==> src/rtl/px_pace_fifo_pkg.sv <==
// Shared constants for the pixel pacing FIFO.
package px_pace_fifo_pkg;

    localparam int MAX_PIXEL_BITS    = 24;
    localparam int PX_FIFO_DEPTH_DEF = 4;
    localparam int PX_GAP_BITS       = 4;

endpackage

==> src/rtl/px_pace_fifo.sv <==
// Pixel FIFO that releases stored pixels as single-cycle strobes separated by a
// programmable minimum number of idle cycles.
module px_pace_fifo
    import px_pace_fifo_pkg::*;
#(
    parameter int PX_FIFO_DEPTH = PX_FIFO_DEPTH_DEF,
    parameter int PX_W          = MAX_PIXEL_BITS
) (
    input  logic                           clk_i,
    input  logic                           nreset_i,
    input  logic                           px_rdy_i,
    input  logic [PX_W-1:0]                in_pixel_i,
    input  logic [PX_GAP_BITS-1:0]         gap_i,
    input  logic                           flush_i,
    output logic                           px_rdy_o,
    output logic [PX_W-1:0]                out_pixel_o,
    output logic [$clog2(PX_FIFO_DEPTH):0] level_o,
    output logic                           full_o,
    output logic                           empty_o,
    output logic                           overflow_o
);

    localparam int               PTR_W    = $clog2(PX_FIFO_DEPTH);
    localparam int               LVL_W    = PTR_W + 1;
    localparam logic [LVL_W-1:0] LVL_FULL = LVL_W'(PX_FIFO_DEPTH);

    logic [PX_W-1:0]        mem_q [PX_FIFO_DEPTH];
    logic [PTR_W-1:0]       wr_ptr_q, wr_ptr_d;
    logic [PTR_W-1:0]       rd_ptr_q, rd_ptr_d;
    logic [LVL_W-1:0]       level_q, level_d;
    logic                   full_q, full_d;
    logic                   empty_q, empty_d;
    logic                   ovf_q, ovf_d;
    logic [PX_GAP_BITS-1:0] pace_q, pace_d;
    logic                   px_rdy_q, px_rdy_d;
    logic [PX_W-1:0]        out_q, out_d;
    logic                   wr_en_s;
    logic                   pop_s;

    // Write/pop qualification; full is taken from the registered flag so a
    // same-cycle pop never makes room for a write.
    always_comb begin
        wr_en_s = px_rdy_i & ~full_q & ~flush_i;
        pop_s   = ~empty_q & (pace_q == {PX_GAP_BITS{1'b0}}) & ~flush_i;
    end

    // Next-state for pointers, occupancy, pacing and output registers.
    always_comb begin
        wr_ptr_d = wr_ptr_q;
        rd_ptr_d = rd_ptr_q;
        level_d  = level_q;
        ovf_d    = ovf_q;
        pace_d   = pace_q;
        px_rdy_d = 1'b0;
        out_d    = out_q;

        if (flush_i) begin
            wr_ptr_d = {PTR_W{1'b0}};
            rd_ptr_d = {PTR_W{1'b0}};
            level_d  = {LVL_W{1'b0}};
            ovf_d    = 1'b0;
            pace_d   = {PX_GAP_BITS{1'b0}};
        end else begin
            if (wr_en_s) begin
                wr_ptr_d = wr_ptr_q + PTR_W'(1);
            end else begin
                wr_ptr_d = wr_ptr_q;
            end

            if (pop_s) begin
                rd_ptr_d = rd_ptr_q + PTR_W'(1);
                px_rdy_d = 1'b1;
                out_d    = mem_q[rd_ptr_q];
                pace_d   = gap_i;
            end else if (pace_q != {PX_GAP_BITS{1'b0}}) begin
                pace_d   = pace_q - PX_GAP_BITS'(1);
            end else begin
                pace_d   = pace_q;
            end

            if (wr_en_s && !pop_s) begin
                level_d = level_q + LVL_W'(1);
            end else if (!wr_en_s && pop_s) begin
                level_d = level_q - LVL_W'(1);
            end else begin
                level_d = level_q;
            end

            if (px_rdy_i && full_q) begin
                ovf_d = 1'b1;
            end else begin
                ovf_d = ovf_q;
            end
        end

        full_d  = (level_d == LVL_FULL);
        empty_d = (level_d == {LVL_W{1'b0}});
    end

    // Control and output state registers.
    always_ff @(posedge clk_i or negedge nreset_i) begin
        if (!nreset_i) begin
            wr_ptr_q <= {PTR_W{1'b0}};
            rd_ptr_q <= {PTR_W{1'b0}};
            level_q  <= {LVL_W{1'b0}};
            full_q   <= 1'b0;
            empty_q  <= 1'b1;
            ovf_q    <= 1'b0;
            pace_q   <= {PX_GAP_BITS{1'b0}};
            px_rdy_q <= 1'b0;
            out_q    <= {PX_W{1'b0}};
        end else begin
            wr_ptr_q <= wr_ptr_d;
            rd_ptr_q <= rd_ptr_d;
            level_q  <= level_d;
            full_q   <= full_d;
            empty_q  <= empty_d;
            ovf_q    <= ovf_d;
            pace_q   <= pace_d;
            px_rdy_q <= px_rdy_d;
            out_q    <= out_d;
        end
    end

    // Pixel storage; contents are don't-care until written, so no reset.
    always_ff @(posedge clk_i) begin
        if (wr_en_s) begin
            mem_q[wr_ptr_q] <= in_pixel_i;
        end
    end

    assign px_rdy_o    = px_rdy_q;
    assign out_pixel_o = out_q;
    assign level_o     = level_q;
    assign full_o      = full_q;
    assign empty_o     = empty_q;
    assign overflow_o  = ovf_q;

endmodule

==> config.mk <==
export PLATFORM = sky130hd
export DESIGN_NAME = px_pace_fifo
export DESIGN_NICKNAME = d
export VERILOG_FILES = /design/src/rtl/px_pace_fifo_pkg.sv /design/src/rtl/px_pace_fifo.sv
export SDC_FILE = /design/constraint.sdc
export NUM_CORES = 1
export LEC_CHECK = 0
export ABC_AREA = 1
export CORE_UTILIZATION = 59
export CTS_CLUSTER_DIAMETER = 80
export DETAILED_ROUTE_END_ITERATION = 8
export DONT_BUFFER_PORTS = 1
export GPL_TIMING_DRIVEN = 0
export PLACE_DENSITY = 0.84
export SLEW_MARGIN = 10
export SYNTH_ARGS = -nofsm -noshare
export SYNTH_HDL_FRONTEND = slang
export SYNTH_SLANG_ARGS = --single-unit
==> constraint.sdc <==
create_clock -name clk_i -period 5 [get_ports clk_i]
set_input_delay 1 -clock clk_i [delete_from_list [all_inputs] [get_ports clk_i]]
set_output_delay 1 -clock clk_i [all_outputs]
set_load 0.02 [all_outputs]
Word level (Yosys, flattened, before mapping). Memories as Yosys holds them, arrays and structs flattened. A register that Yosys moved wholly into a read port is not among the register bits. Index checks and enable logic that the tools add are counted. W data, S select, Z words.

Bitwise operators: 7. Magnitude comparators: 0. Eq/ne operators: 1. Divide/modulo/power cells: 0. Add/sub/neg operators: 5. Shifts and indexed selects: 0. Multiplexer cells: 16. $mul: 0. Reductions and logical operators: 14.

Operators by type and width (number): $mux W4 (3); $mux W3 (3); $mux W2 (4); $mux W1 (6); $reduce_bool A2 Y1 (3); $add A2 B1 Y2 const B (2); $and A1 B1 Y1 (4); $logic_not A4 Y1 (1); $reduce_bool A4 Y1 (1); $sub A4 B1 Y4 const B (1); $add A3 B1 Y3 const B (1); $eq A3 B3 Y1 const B (1); $logic_and A1 B1 Y1 (3); $logic_not A1 Y1 (3); $logic_not A3 Y1 (1); $not A1 Y1 (3); $reduce_bool A3 Y1 (1); $sub A3 B1 Y3 const B (1); $reduce_and A2 Y1 (1).

Register bits: 15. Input bits: 32. Latch bits: 0. Logic and storage cells: 52. Memories: 1. Memory bits (read-only): 0. Memory bits (writable): 96.

Memories: mem_q (depth 4, bits a word 24, rd ports 1, clocked after Yosys merged registers in 1, write ports 1, line px_pace_fifo.sv:27) `logic [PX_W-1:0] mem_q [PX_FIFO_DEPTH];`.

Depth between registers and ports, before layout. Gate-level depths: netlist of the first run.

Word-level depth: 9. Depth in mapped cells: 10. Mapped depth without buffers: 10.

Worst setup path after synthesis of the first run. Ideal clock, no wire load.

Path kind: input port to flip-flop. Start point: in px_rdy_i. End point: mem mem_q[0][0] in the netlist's numbering (enable). Setup time: 405 ps. Slack: 2246 ps. Buffers on the path: 0. Required time: 4595 ps. Arrival time: 2349 ps. Cell stages on the path: 4. Cells stage by stage: nand2_2 nor2_4 inv_1 nor2_1.

Cells in the longest elaborated chain, start to end: 4.

Ends and longest elaborated chain: from (decl) (line px_pace_fifo.sv:11) `input logic px_rdy_i,`; $and A1 B1 Y1 (2 in a row) (line px_pace_fifo.sv:43) `wr_en_s = px_rdy_i & ~full_q & ~flush_i;`; $mux W1 (line px_pace_fifo.sv:127) `if (wr_en_s) begin`; $mux W1 (implied by the code) (line px_pace_fifo.sv:128) `mem_q[wr_ptr_q] <= in_pixel_i;`; to (decl) (line px_pace_fifo.sv:27).

No other way between the ends.

Worst setup path after layout of the first run.
Start point: reg full_q (netlist: full_o). End point: mem mem_q[2][15] in the netlist's numbering (enable).

Cells in the longest elaborated chain, start to end: 5.

Ends and longest elaborated chain: from (decl) (line px_pace_fifo.sv:31) `logic full_q, full_d;`; from (signal assigned) (line px_pace_fifo.sv:116) `full_q <= full_d;`; $not A1 Y1 (line px_pace_fifo.sv:43); $and A1 B1 Y1 (2 in a row) (line px_pace_fifo.sv:43); $mux W1 (line px_pace_fifo.sv:127); $mux W1 (implied by the code) (line px_pace_fifo.sv:128).

No other way between the ends.

==> results of run 1 <==
power groups by stage:
stage | clock network (W) | registers (W) | logic (W)
after global placement | 0 | 0.00159 | 0.000548
after CTS | 0.00113 | 0.00158 | 0.000598
after global routing | 0.00120 | 0.00159 | 0.000671
final | 0.00114 | 0.00158 | 0.000605
after floorplan | 0 | 0.00156 | 0.000435
after detailed placement | 0 | 0.00160 | 0.000580
cell usage after synthesis, drive strengths merged:
cell type | count | area share, %
o22ai | 24 | 2.8
edfxtp | 96 | 54
dfrtp | 38 | 18
clkbuf | 10 | 0.70
ha | 7 | 1.6
dfstp | 1 | 0.49
nor2 | 65 | 5.0
o21ai | 54 | 5.0
nand4 | 1 | 0.12
nand2 | 96 | 7.1
inv | 27 | 1.9
a21oi | 10 | 1.0
xnor2 | 3 | 0.49
nand3 | 6 | 0.98
buf | 9 | 1.1
routing by layer:
layer	up-vias	wire, um	part of all wire, %	GRT usage (%)
met5	-	0	0	0
met4	0	229	1.9	14.7
met2	220	5950	51	42.8
met1	1749	4360	37	30.2
met3	23	1210	10	9.50
li1	1574	-	-	-
layout make-up:
type                       count  area [um^2]  share of cell area (%)
clock buffer                  19          442                    7.27
buffer                        19         97.6                    1.61
clock inverter                13          106                    1.75
multi-input combinational    266         1330                    21.9
sequential                   135         3860                    63.6
tap                          108          135                    2.22
inverter                      27          104                    1.71
metrics by stage:
step           total power, W  util, %  setup slack (ps)
6_report              0.00332     69.3              2880
2_1_floorplan         0.00200        -              2250
3_5_place_dp          0.00218     63.0              2450
5_1_grt               0.00346     69.3              2770
4_1_cts               0.00331     69.3              2870
3_3_place_gp          0.00214     62.7              1420
logic make-up (layout without fill, tap and decap cells):
family / count (synthesis) / after routing
and+or+nand+nor: 168 / 168
DFF: 135 / 135
AOI/OAI and AO/OA: 88 / 88
buffers and inverters: 46 / 78
adders and majority gates: 7 / 7
xor gates and xnor gates: 3 / 3
registers in the layout, summed over array words and instances (netlist names):
name / count
mem_q: 96
out_pixel_o: 24
pace_q: 4
level_o: 3
rd_ptr_q: 2
wr_ptr_q: 2
empty_o: 1
full_o: 1
overflow_o: 1
px_rdy_o: 1
critical path, delay by kind of cell, from the launching register on:
kind                   cells  cell delay (ps)
DFF                        1              460
buffers and inverters      2              310
and+or+nand+nor            3              960
cell usage in the layout (no fill, tap or decap):
cell,Yosys,layout
a21oi_2,1,1
nand2_4,2,2
ha_1,7,7
bufinv_16,0,1
buf_2,6,6
clkinv_4,0,3
o21ai_0,54,54
clkbuf_1,10,10
clkbuf_8,0,3
dfrtp_1,38,38
inv_4,1,1
nand3_1,3,3
nand2_1,91,91
buf_6,2,2
nand3_2,2,2
nand4_1,1,1
clkinvlp_4,0,2
dfstp_2,1,1
edfxtp_1,96,96
xnor2_1,3,3
nand2_2,3,3
clkinv_2,0,7
buf_4,1,1
nor2_4,3,7
inv_1,23,23
o22ai_1,24,24
inv_2,3,3
a21oi_1,9,9
nor2_1,61,57
nand3_4,1,1
nor2_2,1,1
clkbuf_16,0,16
worst paths after layout:
kind / end / from / slack, ps / cells after the start
setup reg to reg: mem_q[2][15] / full_o / 2880 / 5
max in group asynchronous: empty_o / nreset_i / 4640 / 0
setup / recovery: mem_q[2][15] / full_o / 2880 / 5
hold / removal: full_o / nreset_i / 170 / 0
hold reg to reg: pace_q[1] / pace_q[1] / 530 / 2
min in group clk_i: pace_q[1] / pace_q[1] / 530 / 2
==> flow_metrics.tcl, run 1 <==
set metrics [dict create \
    cts_repair_resize_count 0 \
    ys_seq_elements 135 \
    path_class "flip-flop to flip-flop" \
    finalWirelength_mm 11.8 \
    p_clk_share_pct 34.3 \
    cap_violations 0 \
    seqPwrFrac_pct 47.5 \
    hold_viol_final 0 \
    gp_congestion 0.830 \
    drt_first_pass_iters 6 \
    netlist_area_mm2 0.00536 \
    cts_buffer_depth 2 \
    total_leakage_power_nw 2.41 \
    route.antenna.remaining_nets 0 \
    switchingPower_w 0.00109 \
    power_density_mw_per_mm2 547 \
    syn-num-nets 486 \
    drive_gt1_share_pct 13.2 \
    finClkSkew_ps 7.88 \
    crit_slowest_cell "nor2_4" \
    avgViaCountPerCell 6.07 \
    grt_pass1_wl_mm 18.5 \
    cts_sinks 135 \
    ys_seq_area_share_pct 72.0 \
    root_buffer "clkbuf_8" \
    fin_crit_ps 2120 \
    end_kind "flip-flop" \
    cell_internal_pwr_w 0.00223 \
    required_ps 5140 \
    start_util_pct 61.2 \
    tritoncts "built" \
    synth_top_family_by_area "simple AND/OR/NAND/NOR gates" \
    cts_setup_buffers 0 \
    nets 505 \
    status "finished, final reports clean" \
    placeableCoreArea_mm2 0.00876 \
    port-buffer-count 0 \
    clk_latency_ps 520 \
    timing.fmax_ghz 0.472 \
    cts_buffers 17 \
    final_cells 587 \
    grt_pass1_vias 3719 \
    synthAdderAreaFrac_pct 1.63 \
    crit_arrival_ps 2260 \
    antennaDiodeCount 0 \
    dpl-instance-area_mm2 0.00553 \
    min_period_over_period_pct 42.4 \
    gr-total-overflow 0 \
    drv_slew 0 \
    crit_path_start_kind "flip-flop" \
    grt_max_degree 40 \
    cts_htree_levels 4 \
    antenna_found_initial 0 \
    fillers 557 \
    dp_cells 555 \
    hold_slack_ps 172 \
    die_w_um 97.3 \
    die_h_um 97.3 \
    setup_viol 0 \
    drt_iter0_drc 389 \
    max_slew_margin_pct 44.4 \
    worst_pin_slew_ps 832 \
    syn_to_final_growth_pct 13.3 \
    pin_count 63 \
    synth-simple-area-share_pct 13.3 \
    p_sw_share_pct 32.8 \
    clk_pin_slew_ps 60 \
    yosysWarnings 0 \
    postLayoutCellArea_mm2 0.00607 \
    dr_total_vias 3566 \
    setup-tns-final_ps 0 \
    rsz0062_at_grt "false" \
    cp_max_fo 24 \
    cp_cell_sequence "inv_1 -> nand2_2 -> nor2_4 -> inv_1 -> nor2_4" \
    wl_per_cell_um 20.0 \
    synth.mux.area_fraction_pct 0 \
    combPwrFrac_pct 18.2 \
    cp_slowest_stage_delay_ps 680 \
    synth_xor_area_share_pct 0.490 \
    grt_usage_pct 26.2 \
    synth-compound-area-share_pct 8.85 \
    dieArea_mm2 0.00947 \
    drc 0 \
    dp_hpwl_mm 6.71 \
    hp-class "primary input to async pin" \
    hold_buffers 0 \
    fp-row-count 34 \
    syn_inst 447 \
    synth.distinct_cells 26 \
    synth_area_per_cell_um2 12.0 \
    vdd_drop_max_uv 314 \
]
Power figures use the tool's default switching activity.
==> run 2, diff against run 1 <==
--- a/config.mk
+++ b/config.mk
@@ -6,12 +6,12 @@
 export NUM_CORES = 1
 export LEC_CHECK = 0
 export ABC_AREA = 1
-export CORE_UTILIZATION = 59
+export CORE_UTILIZATION = 56
 export CTS_CLUSTER_DIAMETER = 80
 export DETAILED_ROUTE_END_ITERATION = 8
 export DONT_BUFFER_PORTS = 1
 export GPL_TIMING_DRIVEN = 0
-export PLACE_DENSITY = 0.84
+export PLACE_DENSITY = 0.83
 export SLEW_MARGIN = 10
 export SYNTH_ARGS = -nofsm -noshare
 export SYNTH_HDL_FRONTEND = slang
==> constraint.sdc (replaced) <==
create_clock -name clk_i -period 1.7 [get_ports clk_i]
set_input_delay 0.34 -clock clk_i [delete_from_list [all_inputs] [get_ports clk_i]]
set_output_delay 0.34 -clock clk_i [all_outputs]
set_load 0.02 [all_outputs]
==> flow_metrics.tcl, run 2 (same netlist as run 1, synthesis figures left out) <==
set metrics [dict create \
    total_leakage_power_nw 2.69 \
    fillers 535 \
    die_h_um 99.8 \
    min_period_over_period_pct 102 \
    layout_commonest_cell "edfxtp_1" \
    cts_buffer_depth 2 \
    fp-row-count 35 \
    crit_path_start_kind "flip-flop" \
    grt_usage_pct 30.0 \
    clk_pin_slew_ps 60 \
    crit_arrival_ps 2210 \
    utilization_pct 73.0 \
    cp_max_fo 10 \
    route.antenna.remaining_nets 0 \
    hold_slack_ps 12.4 \
    nets 558 \
    grt_pass1_vias 4021 \
    die_w_um 99.8 \
    worst_pin_slew_ps 691 \
    top_register "mem_q" \
    grt_pass1_wl_mm 21.3 \
    status "complete, but fails checks" \
    fin_crit_ps 1740 \
    largest_register_ffs 96 \
    clk_latency_ps 520 \
    hp-class "primary input to flip-flop" \
    worstSetupStartpoint "rd_ptr_q[0]" \
    port-buffer-count 0 \
    antennaDiodeCount 0 \
    gp_congestion 0.767 \
    p_sw_share_pct 32.8 \
    end_kind "flip-flop" \
    cts_sinks 135 \
    path_class "flip-flop to flip-flop" \
    drc 0 \
    dr_total_vias 3962 \
    start_util_pct 58.0 \
    dieArea_mm2 0.00997 \
    drt_first_pass_iters 7 \
    dpl-instance-area_mm2 0.00555 \
    max_slew_margin_pct 53.9 \
    cts_buffers 17 \
    wl_per_cell_um 21.2 \
    finClkSkew_ps 8.09 \
    drive_gt1_share_pct 17.9 \
    pin_count 63 \
    drv_slew 0 \
    min-delay-start "flush_i" \
    postLayoutCellArea_mm2 0.00675 \
    r2r-start "rd_ptr_q[0]" \
    cap_violations 0 \
    syn_to_final_growth_pct 25.9 \
    cts_htree_levels 4 \
    seqPwrFrac_pct 44.3 \
    avgViaCountPerCell 5.99 \
    p_clk_share_pct 35.5 \
    dp_slack_ps -422 \
    combPwrFrac_pct 20.1 \
    tritoncts "built" \
    vdd_drop_max_uv 934 \
    grt_max_degree 40 \
    finalWirelength_mm 14.0 \
    root_buffer "clkbuf_8" \
    layout_common_cells "edfxtp_1, nand2_1, nor2_1, o21ai_0, dfrtp_1" \
    required_ps 2170 \
    gr-total-overflow 0 \
    placeableCoreArea_mm2 0.00924 \
    switchingPower_w 0.00344 \
    dp_hpwl_mm 6.86 \
    drt_iter0_drc 587 \
    setup_viol 1 \
    power_density_mw_per_mm2 1550 \
    antenna_found_initial 0 \
    hold_viol_final 0 \
    timing.fmax_ghz 0.574 \
    finalWorstSetupSlack_ps -41.4 \
    violations "setup timing" \
    cell_internal_pwr_w 0.00705 \
]
## run 2: changes by cell type in the layout (fill, tap and decap cells not counted), moves of 2 or more
| cell | before | now |
|---|---|---|
| dlygate4sd3_1 | 0 | 29 |
| bufinv_16 | 1 | 3 |
| buf_4 | 1 | 14 |
| buf_12 | 0 | 6 |
| nor2_4 | 7 | 11 |
| clkinv_4 | 3 | 1 |
| clkinvlp_4 | 2 | 4 |
| inv_6 | 0 | 3 |
| clkinv_2 | 7 | 2 |
| clkbuf_2 | 0 | 4 |
| inv_1 | 23 | 21 |
| clkbuf_1 | 10 | 6 |
## run 2: worst max-delay path: stages (launching register included)
cell and delay [ps]:
dfrtp_1 450, clkbuf_1 520, o21ai_0 290, o22ai_1 250, nand2_1 100, nand2_1 70
## run 2: path summary, 6_finish.rpt
check / to / slack, ps / cells past startpoint
worst max-delay path: out_pixel_o[22] / -40 / 5
worst min-delay path: level_o[0] / 10 / 3
worst max register to register: out_pixel_o[22] / -40 / 5
worst min register to register: pace_q[1] / 550 / 2
max in group asynchronous: empty_o / 1150 / 2
min in group asynchronous: out_pixel_o[20] / 270 / 2
## run 2: repair_timing
item | 4_1_cts | 5_1_grt
hold buffers | 30 | 0
gates cloned | 4 | 0
pin swaps | 9 | 3
setup buffers | 16 | 3
hold endpoints to repair | 138 | 0
resized for setup | 7 | 14
setup endpoints to repair | 98 | 115
## run 2: area by class of cell
class | instances | area [um^2] | area share [%]
inverter | 27 | 108 | 1.59
sequential | 135 | 3860 | 57.2
buffer | 19 | 105 | 1.56
timing repair buffer | 49 | 527 | 7.80
tap | 129 | 161 | 2.39
clock inverter | 13 | 169 | 2.50
clock buffer | 19 | 442 | 6.54
multi-input combinational | 270 | 1380 | 20.4
## run 2: power groups by stage
stage | clock (W) | combinational, W | sequential, W
after global routing | 0.00391 | 0.00230 | 0.00468
after detailed placement | 0 | 0.00170 | 0.00469
after CTS | 0.00370 | 0.00195 | 0.00463
after global placement | 0 | 0.00161 | 0.00467
final | 0.00373 | 0.00211 | 0.00465
after floorplan | 0 | 0.00128 | 0.00460
## run 2: per-stage QoR
stage	setup TNS, ps	cells	power (W)
4_1_cts	0	658	0.0103
3_3_place_gp	-68350	576	0.00628
5_1_grt	-27.7	661	0.0109
3_5_place_dp	-37120	576	0.00639
2_1_floorplan	-22330	447	0.00588
6_report	-41.4	661	0.0105
## run 2: metal layers
metal	global-route usage (%)	vias up	wire, um
met5	0	-	0
met4	18.6	0	626
met3	9.05	67	1450
met2	48.2	328	6890
met1	35.6	1872	5040
li1	-	1695	-
